<file path="src/rtl/product_accumulator.sv">
// rtl/product_accumulator.sv - saturating frame accumulator for multiplier products
// Sums a frame of 2*WIDTH products into an ACC_WIDTH result, one result per frame.
`timescale 1ns/1ps
module product_accumulator #(
  parameter int WIDTH     = 8,
  parameter int ACC_WIDTH = 24,
  parameter int MAX_TERMS = 16,
  localparam int CW       = $clog2(MAX_TERMS + 1)
) (
  input  logic                 clk,
  input  logic                 rst_n,
  input  logic                 clr,
  input  logic                 in_valid,
  output logic                 in_ready,
  input  logic [2*WIDTH-1:0]   in_product,
  input  logic                 in_signed,
  input  logic                 in_last,
  output logic                 out_valid,
  input  logic                 out_ready,
  output logic [ACC_WIDTH-1:0] out_acc,
  output logic [CW-1:0]        out_count,
  output logic                 out_overflow,
  output logic                 out_truncated
);

  localparam int EXT = ACC_WIDTH + 1 - 2*WIDTH;

  typedef enum logic {
    ST_ACCUM  = 1'b0,
    ST_OUTPUT = 1'b1
  } state_t;

  state_t               state_q, state_d;
  logic [ACC_WIDTH-1:0] acc_q;
  logic [CW-1:0]        count_q;
  logic                 mode_q;
  logic                 ovf_q;

  logic                 accept;
  logic                 frame_signed;
  logic [ACC_WIDTH:0]   prod_ext;
  logic [ACC_WIDTH:0]   acc_ext;
  logic [ACC_WIDTH:0]   sum;
  logic [ACC_WIDTH-1:0] acc_next;
  logic                 sat;
  logic [CW-1:0]        count_inc;
  logic                 at_limit;
  logic                 close;

  assign in_ready  = (state_q == ST_ACCUM);
  assign out_valid = (state_q == ST_OUTPUT);

  assign accept       = in_valid && in_ready && !clr;
  // Frame mode is taken from the first beat; later in_signed values are ignored.
  assign frame_signed = (count_q == '0) ? in_signed : mode_q;
  assign count_inc    = count_q + CW'(1);
  assign at_limit     = (count_inc == CW'(MAX_TERMS));
  assign close        = accept && (in_last || at_limit);

  always_comb begin
    prod_ext = '0;
    acc_ext  = '0;
    sum      = '0;
    acc_next = '0;
    sat      = 1'b0;
    if (frame_signed) begin
      prod_ext = {{EXT{in_product[2*WIDTH-1]}}, in_product};
      acc_ext  = {acc_q[ACC_WIDTH-1], acc_q};
    end else begin
      prod_ext = {{EXT{1'b0}}, in_product};
      acc_ext  = {1'b0, acc_q};
    end
    sum      = acc_ext + prod_ext;
    acc_next = sum[ACC_WIDTH-1:0];
    // Both operands fit in ACC_WIDTH bits, so one extra bit exposes any overflow.
    if (frame_signed) begin
      if (sum[ACC_WIDTH] != sum[ACC_WIDTH-1]) begin
        sat      = 1'b1;
        acc_next = sum[ACC_WIDTH] ? {1'b1, {(ACC_WIDTH-1){1'b0}}}
                                  : {1'b0, {(ACC_WIDTH-1){1'b1}}};
      end
    end else if (sum[ACC_WIDTH]) begin
      sat      = 1'b1;
      acc_next = {ACC_WIDTH{1'b1}};
    end
  end

  always_comb begin
    state_d = state_q;
    if (clr) begin
      state_d = ST_ACCUM;
    end else begin
      case (state_q)
        ST_ACCUM:  if (close)     state_d = ST_OUTPUT;
        ST_OUTPUT: if (out_ready) state_d = ST_ACCUM;
        default:                  state_d = ST_ACCUM;
      endcase
    end
  end

  always_ff @(posedge clk or negedge rst_n) begin
    if (!rst_n) begin
      state_q <= ST_ACCUM;
    end else begin
      state_q <= state_d;
    end
  end

  always_ff @(posedge clk or negedge rst_n) begin
    if (!rst_n) begin
      acc_q         <= '0;
      count_q       <= '0;
      mode_q        <= 1'b0;
      ovf_q         <= 1'b0;
      out_acc       <= '0;
      out_count     <= '0;
      out_overflow  <= 1'b0;
      out_truncated <= 1'b0;
    end else if (clr) begin
      acc_q   <= '0;
      count_q <= '0;
      mode_q  <= 1'b0;
      ovf_q   <= 1'b0;
    end else if (out_valid && out_ready) begin
      acc_q   <= '0;
      count_q <= '0;
      ovf_q   <= 1'b0;
    end else if (accept) begin
      acc_q   <= acc_next;
      count_q <= count_inc;
      mode_q  <= frame_signed;
      ovf_q   <= ovf_q | sat;
      if (close) begin
        out_acc       <= acc_next;
        out_count     <= count_inc;
        out_overflow  <= ovf_q | sat;
        out_truncated <= !in_last;
      end
    end
  end

endmodule

</file>
<file path="config.mk">
export PLATFORM = sky130hd
export DESIGN_NAME = product_accumulator
export DESIGN_NICKNAME = d
export VERILOG_FILES = /design/src/rtl/product_accumulator.sv
export SDC_FILE = /design/constraint.sdc
export NUM_CORES = 1
export LEC_CHECK = 0
export ABC_AREA = 1
export CAP_MARGIN = 10
export CORE_MARGIN = 4
export CORE_UTILIZATION = 45
export CTS_BUF_LIST = sky130_fd_sc_hd__clkbuf_8 sky130_fd_sc_hd__clkbuf_16
export CTS_CLUSTER_DIAMETER = 150
export DETAILED_ROUTE_END_ITERATION = 10
export PLACE_DENSITY = 0.73
export SLEW_MARGIN = 15
export SYNTH_ARGS = -nofsm -noshare
export SYNTH_HDL_FRONTEND = slang
export SYNTH_SLANG_ARGS = --single-unit
</file>
<file path="constraint.sdc">
create_clock -name clk -period 8.6 [get_ports clk]
set_input_delay 0.86 -clock clk [delete_from_list [all_inputs] [get_ports clk]]
set_output_delay 0.86 -clock clk [all_outputs]
set_load 0.05 [all_outputs]
</file>
# After elaboration in Yosys (flattened, before gate mapping)
# Cells that the tools add are included.
# W data, S select, Z words.
totals:
  word_cells: 56
  out_inout_bits: 33
  reg_bits: 63
  inputBits: 23
op_classes:
  mux: 26
  n_bitwise: 4
  eq_ne: 3
  reduce_logical: 12
  addsub: 2
op_table:
  columns: ["operator", "n"]
  rows:
  - ["$mux W24", 7]
  - ["$mux W25", 2]
  - ["$add A25 B25 Y25", 1]
  - ["$mux W5", 3]
  - ["$mux W1", 13]
  - ["$add A5 B1 Y5 const B", 1]
  - ["$eq A5 B5 Y1 const B", 1]
  - ["$logic_not A5 Y1", 1]
  - ["$logic_and A1 B1 Y1", 4]
  - ["$reduce_and A4 Y1", 1]
  - ["$not A1 Y1", 3]
  - ["$reduce_bool A3 Y1", 1]
  - ["$logic_not A1 Y1", 2]
  - ["$ne A2 B2 Y1 const B", 1]
  - ["$pmux W1 S2", 1]
  - ["$reduce_and A2 Y1", 1]
  - ["$reduce_bool A2 Y1", 1]
  - ["$logic_or A1 B1 Y1", 1]
  - ["$ne A1 B1 Y1", 1]
  - ["$or A1 B1 Y1", 1]

# Longest topological paths before layout
# Gate-level depths: netlist (run 1).
depth:
  ltp_word: 11
  mapped_depth: 25
  depth_no_buf: 25

# Worst setup path before layout (run 1)
# Ideal clock, no wire load.
synth_path:
  path_kind: "in2reg"
  startpoint: "in in_product[0]"
  endpoint: "reg out_acc[17]"
  arrival_ns: 3.625
  path_buffers: 1
  required_ns: 8.482
  stages: 22
  setup_ns: 0.118
  slack_ns: 4.858
  path_cell_list: "ha_1 -> inv_1 -> fa_1 -> o21ai_1 -> nand3_1 -> nand2_1 -> nand2_1 -> nand2_1 -> inv_1 -> nor2_4 -> nand2_2 -> nand3_2 -> nand3_2 -> and2_2 -> ha_1 -> nand2_1 -> inv_1 -> nand3_4 -> buf_12 -> nand3_2 -> nand2_1 -> nand2_1"
synth_between:
  elab_chain_len: 5
  word_cells_on_any_way: 7
  classes_between: "1 x add/sub; 1 x eq/ne; 5 x mux"
synth_lines:
  columns: ["item", "line_no", "text"]
  rows:
  - ["start, declared", "15", "input logic [2*WIDTH-1:0] in_product,"]
  - ["$mux W25 *", "66", "if (frame_signed) begin"]
  - ["$add A25 B25 Y25 *", "73", "sum = acc_ext + prod_ext;"]
  - ["$mux W24 / $ne A1 B1 Y1 (equally long branches)", "79, 77", null]
  - ["$mux W24", "77", "if (sum[ACC_WIDTH] != sum[ACC_WIDTH-1]) begin"]
  - ["$mux W24 *", "76", "if (frame_signed) begin"]
  - ["end signal, assigned", "134", "out_acc <= acc_next;"]
  - ["end, declared", "20", "output logic [ACC_WIDTH-1:0] out_acc,"]
# Mark *: on every way between the ends. The rest lies on a longest branch, timed or not.
# A chain may end at the register's enable or synchronous reset.

# Final worst setup path (run 1)
layout_path:
  startpoint: "in in_product[0]"
  endpoint: "reg out_acc[20]"
# The elaborated chain is that of the path after synthesis.

==> summary.txt, run 1 <==
Synth
  • Post-synth top area share: 35.7%
  • Largest cells by area after synthesis: dfrtp_1 (36%), nand2_1 (20%), ha_1 (5.9%), nand3_2 (5.4%), inv_1 (4.1%)
  • Post-synth cell types: 38
  • Synth warn: 0
  • Synth area leader: dfrtp_1
  • Synth Instances: 587
  • Avg Synthesized Cell Area: 7.53 µm²
  • Synthesized Nets: 632
  • #FFs+latches synth: 63
  • Ys flop type: dfrtp_1
  • Ys async rst share: 100%
  • Syn Std Cell Area: 4420 µm²
  • EDFF count, synth: 0
  • Seq/Total Area, Yosys: 35.7%

Min path
  • Worst Hold Launch: out_acc[17]
  • Type of the worst min-delay path: reg2reg
  • Hold endpoint: out_acc[17]
  • Hold path depth: 2

Die
  • Initial core utilization: 47.0%
  • Die ar.: 11,500 µm²
  • Die extent in x: 107 µm
  • Cell row count: 35
  • Die H: 107 µm
  • Core Footprint: 9420 µm²
  • IO Pins: 56

Detailed routing
  • Metal-1 WL: 5.06 mm
  • Drt wl/cell: 13.9 µm
  • DRT Pass-1 Iters: 5
  • Routed met3 length: 488 µm
  • Post-Route WL: 10.8 mm
  • Via count: 3,942
  • ANT nets after route: 0
  • Drt drc: 0
  • Max layer used: met4
  • Iter 0 DRT Violations: 211
  • Via density per instance: 5.10
  • DR WL met2: 5.05 mm

Place
  • GPL Wtd Cong: 0.923
  • Placed cell areas: 5000 µm²
  • PortBufs: 55
  • Post-DP HPWL: 7.88 mm

Power and ir drop
  • LEAKAGE: 2.80 nW
  • Max rail drop VDD: 0.000206 V
  • Total power: 1.55 mW
  • PD cells: 297 nW/µm²

GRT
  • Initial antenna violation count: 0
  • Number of global-route vias before repair: 3,872
  • Largest net degree at the start of global routing: 64
  • First-pass GRT wire length: 18.7 mm
  • GRT overflow: 0
  • GRT Total Usage: 19.9%

CTS
  • Root Buffer: clkbuf_8
  • CTS sink count: 63
  • Clk_lat worst skew: 0.35 ns
  • CTS tree: built
  • Clock transition at path regs: 0.07 ns
  • Num CTS Buffers: 9
  • CTS hold repair buffers: 0
  • Post-CTS Setup Bufs: 0
  • Post-CTS Resized: 0
  • H-tree Lvls: 3
  • CTS max path bufs: 2

Worst setup path
  • CP max stage delay: 0.49 ns
  • Critical path arrival: 5.17 ns
  • Worst flop-to-flop path startpoint: count_q[0]
  • Family with the most delay on the worst path: simple AND/OR/NAND/NOR gates
  • Highest-delay cell along the critical path: clkdlybuf4s50_1
  • CP bufs+invs: 4
  • R2R setup slack: 4.01 ns
  • Critical Path Sink Type: flip-flop
  • R2R cell count: 23
  • Crit-path cells: clkdlybuf4s50_1, ha_1, inv_1, fa_1, o21ai_1, nand3_1, nand2_1, nand2_1, nand2_1, inv_1, nor2_4, nand2_2, nand3_2, nand3_2, and2_2, ha_1, nand2_1, inv_1, nand3_4, nand3_1, nand2_1, nand2_1
  • RR Endpoint: out_acc[20]
  • CP Class: in2reg
  • CP required: 8.83 ns
  • Most used cell, CP: nand2_1
  • Setup crit start kind: input port
  • Critical path fanouts, max: 23

Finish
  • Commonest non-fill, non-tap cell in the layout: nand2_1
  • Final nets: 684
  • Most frequent cells in the layout: nand2_1 (234), dfrtp_1 (63), clkdlybuf4s50_1 (54)
  • Layout Area Growth over Synthesis: 18.0%
  • Ant diodes: 0
  • Layout cell share with drive strength beyond 1: 12.9%
  • Design area: 5220 µm²
  • Final core utilization: 55.4%
  • Fillcell total: 905

STA
  • Final worst path period share: 57.5%
  • Worst Skew: 0.00703 ns
  • RSZ-0062 raised after global routing: no
  • Slew HR: 34.4%
  • Worst-Margin Slew: 0.981 ns
  • Final Critical Period: 4.94 ns
  • Setup violators final: 0
  • Fmax: 202 MHz
  • Final Hold Fails: 0
  • Setup Total Neg Slack: 0 ns
  • Fin. max-slew vios: 0

Run status
  • Run status: completed

Run
  • Max-Cap Viols: 0
## how the worst max path moves through the flow
stage / to / cells past startpoint / start / slack (ns)
3_5_place_dp: acc_q[22] / 22 / in_product[0] / 3.31
6_report: out_acc[20] / 22 / in_product[0] / 3.66
5_1_grt: out_acc[20] / 22 / in_product[0] / 3.24
3_3_place_gp: out_acc[20] / 22 / in_product[0] / 3.39
2_1_floorplan: out_acc[17] / 22 / in_product[0] / 4.86
4_1_cts: acc_q[22] / 22 / in_product[0] / 3.66
## logic make-up after synthesis
family                   synth area share (%)
AO/OA/AOI/OAI                            7.90
XOR/XNOR                                 2.97
adder cells (fa/ha/maj)                  6.39
buffers and inverters                    7.64
flip-flops                               35.7
AND/OR/NAND/NOR                          39.4
## power breakdown
| part | internal [mW] | switching [mW] |
|---|---|---|
| combinational | 0.283 | 0.543 |
| sequential | 0.381 | 0.0617 |
| clock | 0.161 | 0.120 |
| total | 0.824 | 0.725 |
## layout make-up
cell class	instances	area, µm²	share of cell area [%]
Sequential cell	63	1580	30.2
Clock buffer	9	124	2.37
Clock inverter	7	88.8	1.70
Timing Repair Buffer	57	561	10.7
Multi-Input combinational cell	455	2510	48.1
Inverter	53	199	3.81
Tap cell	129	161	3.09
## routing by layer
layer / track usage, % / vias to the layer above
met4: 5.48 / 0
met1: 27.8 / 1841
met5: 0 / -
met2: 32.2 / 94
li1: - / 1990
met3: 3.13 / 17
## Yosys cell counts (5+ instances only)
master    number
ha_1          21
nand2_2       11
dfrtp_1       63
nand2_1      234
nand3_2       24
nand3_1       33
inv_1         48
nand2_4       12
o21ai_0       18
nor2_1        22
clkbuf_1       6
buf_4          6
xor2_1        11
o21ai_1        5
inv_2          5
a21oi_1       24
## per-stage QoR
step	setup slack (ns)	cells	hold slack (ns)
floorplan	4.86	587	0.453
global placement	3.39	757	0.466
detailed placement	3.31	757	0.464
CTS	3.66	773	0.487
global route	3.24	773	0.512
finish	3.66	773	0.479
## tightest hold or removal path, delay by kind of cell (launching register included)
kind,cells,cell delay (ns)
flip-flops,1,0.35
AND/OR/NAND/NOR,2,0.10
## state kept, by name, summed over array words and instances (netlist names)
register	flops
out_overflow	1
count_q	5
acc_q	24
ovf_q	1
out_count	5
out_truncated	1
out_acc	24
out_valid	1
mode_q	1
Note: power is estimated with default switching activity, not from simulation.
==> inputs of run 2 (changes only) <==
==> constraint.sdc (replaced) <==
create_clock -name clk -period 5 [get_ports clk]
set_input_delay 0.5 -clock clk [delete_from_list [all_inputs] [get_ports clk]]
set_output_delay 0.5 -clock clk [all_outputs]
set_load 0.05 [all_outputs]
==> summary.txt, run 2 (synthesis results as in run 1) <==
STA
  • Final Critical Period: 4.11 ns
  • RSZ-0062 raised after global routing: no
  • Worst-Margin Slew: 0.806 ns (-0.175 ns)
  • Fmax: 243 MHz
  • Final Hold Fails: 0 (unchanged)
  • Setup Total Neg Slack: 0 ns (unchanged)
  • Slew HR: 46.3% (+12 points)
  • Worst setup margin: 0.892 ns (-2.76 ns)
  • Fin. max-slew vios: 0 (unchanged)
  • Final worst path period share: 82.2%
  • Setup violators final: 0 (unchanged)
  • Worst Skew: 0.00406 ns (-0.00297 ns)

Die
  • Die H: 107 µm (unchanged)
  • Core Footprint: 9420 µm² (unchanged)
  • IO Pins: 56 (unchanged)
  • Cell row count: 35 (unchanged)
  • Die ar.: 11,500 µm² (unchanged)
  • Initial core utilization: 47.0% (unchanged)
  • Die extent in x: 107 µm (unchanged)

Worst setup path
  • Critical path arrival: 4.39 ns (-0.78 ns)
  • CP required: 5.28 ns (-3.55 ns)
  • Critical path fanouts, max: 23 (unchanged)
  • Setup crit start kind: input port
  • CP Class: in2reg
  • R2R setup slack: 1.02 ns (-2.99 ns)
  • Critical Path Sink Type: flip-flop

Detailed routing
  • Drt wl/cell: 13.8 µm (-0.90%)
  • Iter 0 DRT Violations: 220 (+4.3%)
  • ANT nets after route: 0 (unchanged)
  • Via count: 3,962 (+0.51%)
  • Via density per instance: 5.11 (+0.25%)
  • Drt drc: 0 (unchanged)
  • Post-Route WL: 10.7 mm (-0.64%)
  • DRT Pass-1 Iters: 5 (unchanged)

Power and ir drop
  • LEAKAGE: 2.82 nW (+0.60%)
  • Max rail drop VDD: 0.000308 V (+50%)
  • PD cells: 511 nW/µm² (+72%)

CTS
  • Post-CTS Setup Bufs: 0 (unchanged)
  • H-tree Lvls: 3 (unchanged)
  • CTS sink count: 63 (unchanged)
  • Clk_lat worst skew: 0.34 ns (about the same)
  • CTS max path bufs: 2 (unchanged)
  • CTS tree: built
  • Num CTS Buffers: 9 (unchanged)
  • CTS hold repair buffers: 0 (unchanged)
  • Clock transition at path regs: 0.07 ns (about the same)
  • Root Buffer: clkbuf_8
  • Post-CTS Resized: 0 (unchanged)

Place
  • Placement Setup Slack: 0.530 ns (-2.78 ns)
  • Post-DP HPWL: 7.43 mm (-5.6%)
  • GPL Wtd Cong: 0.871 (-5.6%)
  • PortBufs: 55 (unchanged)

Finish
  • Ant diodes: 0 (unchanged)
  • Layout cell share with drive strength beyond 1: 13.2% (+0.27 points)
  • Final nets: 686 (+0.29%)
  • Biggest regs: acc_q x24, out_acc x24
  • Fillcell total: 877 (-3.1%)
  • Layout Area Growth over Synthesis: 18.6%
  • Commonest non-fill, non-tap cell in the layout: nand2_1
  • Most frequent cells in the layout: nand2_1 (234), dfrtp_1 (63), clkdlybuf4s50_1 (54)

GRT
  • Number of global-route vias before repair: 3,950 (+2.0%)
  • GRT overflow: 0 (unchanged)
  • Initial antenna violation count: 0 (unchanged)
  • Largest net degree at the start of global routing: 64 (unchanged)
  • GRT Total Usage: 19.9% (about the same)
  • First-pass GRT wire length: 18.5 mm (-1.1%)

Min path
  • Type of the worst min-delay path: in2async

Run
  • Max-Cap Viols: 0 (unchanged)

Run status
  • Run status: completed
==> run 2: cell count changes in the layout (fill, tap and decap cells not counted) <==
cell and change:
clkinvlp_4 -1, buf_4 +2, clkinv_2 -1, clkinv_4 +1, clkbuf_8 +1
==> run 2: critical path, stage by stage <==
cell,delay [ns]
clkdlybuf4s50_1,0.48
ha_1,0.17
inv_1,0.06
fa_1,0.40
o21ai_1,0.23
nand3_1,0.10
nand2_1,0.16
nand2_1,0.07
nand2_1,0.13
inv_1,0.09
nor2_4,0.12
nand2_2,0.07
nand3_2,0.08
nand3_2,0.11
and2_2,0.22
ha_1,0.27
nand2_1,0.06
inv_1,0.28
nand3_4,0.40
nand3_1,0.25
nand2_1,0.07
nand2_1,0.08
==> run 2: metal layers <==
metal	GRT usage, %	wire (µm)
met1	27.5	5070
met2	31.7	4930
met3	3.19	463
met4	7.12	237
met5	0	0
==> run 2: worst paths after layout <==
| path | startpoint | endpoint | depth (start not counted) |
|---|---|---|---|
| max in group asynchronous | rst_n | acc_q[5] | 2 |
| min reg2reg | out_acc[18] | out_acc[18] | 2 |
| min | rst_n | out_acc[15] | 2 |
| max | in_product[0] | acc_q[22] | 22 |
| max reg2reg | count_q[0] | acc_q[22] | 23 |
| min in group clk | out_acc[18] | out_acc[18] | 2 |
==> run 2: layout make-up <==
| class | count | area [µm²] | area share [%] |
|---|---|---|---|
| clock buffer | 10 | 138 | 2.63 |
| clock inverter | 6 | 85.1 | 1.62 |
| sequential | 63 | 1580 | 30.1 |
| timing repair buffer | 59 | 576 | 11.0 |
| inverter | 53 | 199 | 3.79 |
| tap | 129 | 161 | 3.08 |
| multi-input combinational | 455 | 2510 | 47.8 |
==> run 2: power by group <==
part | switching [mW] | internal, mW | total (mW)
sequential | 0.105 | 0.655 | 0.760
combinational | 0.930 | 0.490 | 1.42
clock | 0.206 | 0.292 | 0.498
==> run 2: stage by stage <==
step | cells | instance area, µm² | hold WS [ns] | utilization (%) | total power [mW]
4_1_cts | 775 | 5240 | 0.371 | 55.7 | 2.69
3_5_place_dp | 759 | 5020 | 0.464 | 53.3 | 2.18
5_1_grt | 775 | 5240 | 0.398 | 55.7 | 2.87
2_1_floorplan | 587 | 4420 | 0.204 | - | 1.80
3_3_place_gp | 759 | 5020 | 0.462 | 53.3 | 2.16
6_report | 775 | 5240 | 0.320 | 55.7 | 2.68
==> edit: new RTL, config.mk and constraints of run 1 <==
Register the output `out_overflow` once more, without a reset; this adds one clock of latency there. The other outputs are not delayed to match.
--- a/src/rtl/product_accumulator.sv
+++ b/src/rtl/product_accumulator.sv
@@ -31,2 +31,4 @@
   } state_t;
+
+  logic out_overflow_s0;
 
@@ -116,3 +118,3 @@
       out_count     <= '0;
-      out_overflow  <= 1'b0;
+      out_overflow_s0 <= 1'b0;
       out_truncated <= 1'b0;
@@ -135,3 +137,3 @@
         out_count     <= count_inc;
-        out_overflow  <= ovf_q | sat;
+        out_overflow_s0 <= ovf_q | sat;
         out_truncated <= !in_last;
@@ -141,2 +143,6 @@
 
+  always_ff @(posedge clk) begin
+    out_overflow <= out_overflow_s0;
+  end
+
 endmodule
Behaviour: no difference found for any inputs over 4 cycles, from zero or initial values and one cycle with rst_n low; that may be too few to reach the edited logic, so the function may still have changed.
==> edit against run 1 <==
Cell area is 0.17% higher. Wire length is 1.5% lower. Power is 0.66% lower. Critical path type unchanged. Final cell count is 0.13% higher. Sequential cell count is 1 higher. Area after synthesis is 0.45% higher. Setup slack worse by 0.11 ns.
==> edit: results (changes against run 1) <==
| Metric | Value |
|---|---|
| Status | complete, no violations (unchanged) |
| Nets | 685 (was 684) |
| Pleak | 2.81 nW (was 2.80 nW) |
| DR WL met2 | 4.87 mm (was 5.05 mm) |
| Routability congestion estimate | 0.921 (was 0.923) |
| Synth area leaders | dfrtp_1 35%, nand2_1 20%, ha_1 5.9% (was dfrtp_1 36%, nand2_1 20%, ha_1 5.9%) |
| Global-route wire length before repair | 18.4 mm (was 18.7 mm) |
| Async SR Flop Fraction | 98.4% (was 100%) |
| Vias per cell | 5.10 (about the same) |
| Routed met1 length | 5.21 mm (was 5.06 mm) |
| Synth Area in Compound Gates | 7.86% (was 7.89%) |
| Routed wire length | 10.6 mm (was 10.8 mm) |
| Slowest-stage cell, CP | nand2_1 (was clkdlybuf4s50_1) |
| Share of cells above drive strength 1 | 12.7% (was 12.9%) |
| Slew @ Worst Pin | 1.01 ns (was 0.981 ns) |
| Drt initial violations | 158 (was 211) |
| Count of state elements after synthesis | 64 (was 63) |
| Worst slack, placed | 3.19 ns (was 3.31 ns) |
| Grt met1 use | 28.1% (was 27.8%) |
| Placed Instance Area | 5020 sq um (was 5000 sq um) |
| Flop2flop setup slack | 4.00 ns (was 4.01 ns) |
| VDD IR max | 0.171 mV (was 0.206 mV) |
| Multi-input logic portion of the cell area | 48.0% (was 48.1%) |
| Layout clock buffer count | 11 (was 9) |
| Mapped Avg Cell Area | 7.55 sq um (was 7.53 sq um) |
| Seq/Total Area, Yosys | 35.9% (was 35.7%) |
| Skew final | 0.0156 ns (was 0.00703 ns) |
| Count of cell types in the netlist | 39 (was 38) |
| HPWL Detailed | 7.54 mm (was 7.88 mm) |
| Register share of the cell area | 30.5% (was 30.2%) |
## edit: cell types whose count changed in the layout (fill, tap and decap cells not counted)
| cell | change |
|---|---|
| clkinvlp_4 | -1 |
| clkbuf_8 | +2 |
| bufinv_16 | -1 |
| dfxtp_1 | +1 |
| clkinv_2 | -1 |
| inv_1 | +1 |
## edit: where the power goes
part / internal, mW / total [mW] / switching [mW] / leakage (nW)
clock: 0.147 / 0.264 / 0.117 / 0.108
combinational: 0.283 / 0.826 / 0.543 / 1.87
sequential: 0.387 / 0.449 / 0.0622 / 0.834
total: 0.817 / 1.54 / 0.722 / 2.81
## edit: worst min-delay path by stage
stage	from	end	slack (ns)	cells after the start
CTS	out_overflow_s0	out_overflow	0.39	0
floorplan	out_overflow_s0	out_overflow	0.35	0
finish	out_overflow_s0	out_overflow	0.39	0
global route	out_overflow_s0	out_overflow	0.40	0
global placement	out_overflow_s0	out_overflow	0.38	0
detailed placement	out_overflow_s0	out_overflow	0.35	0
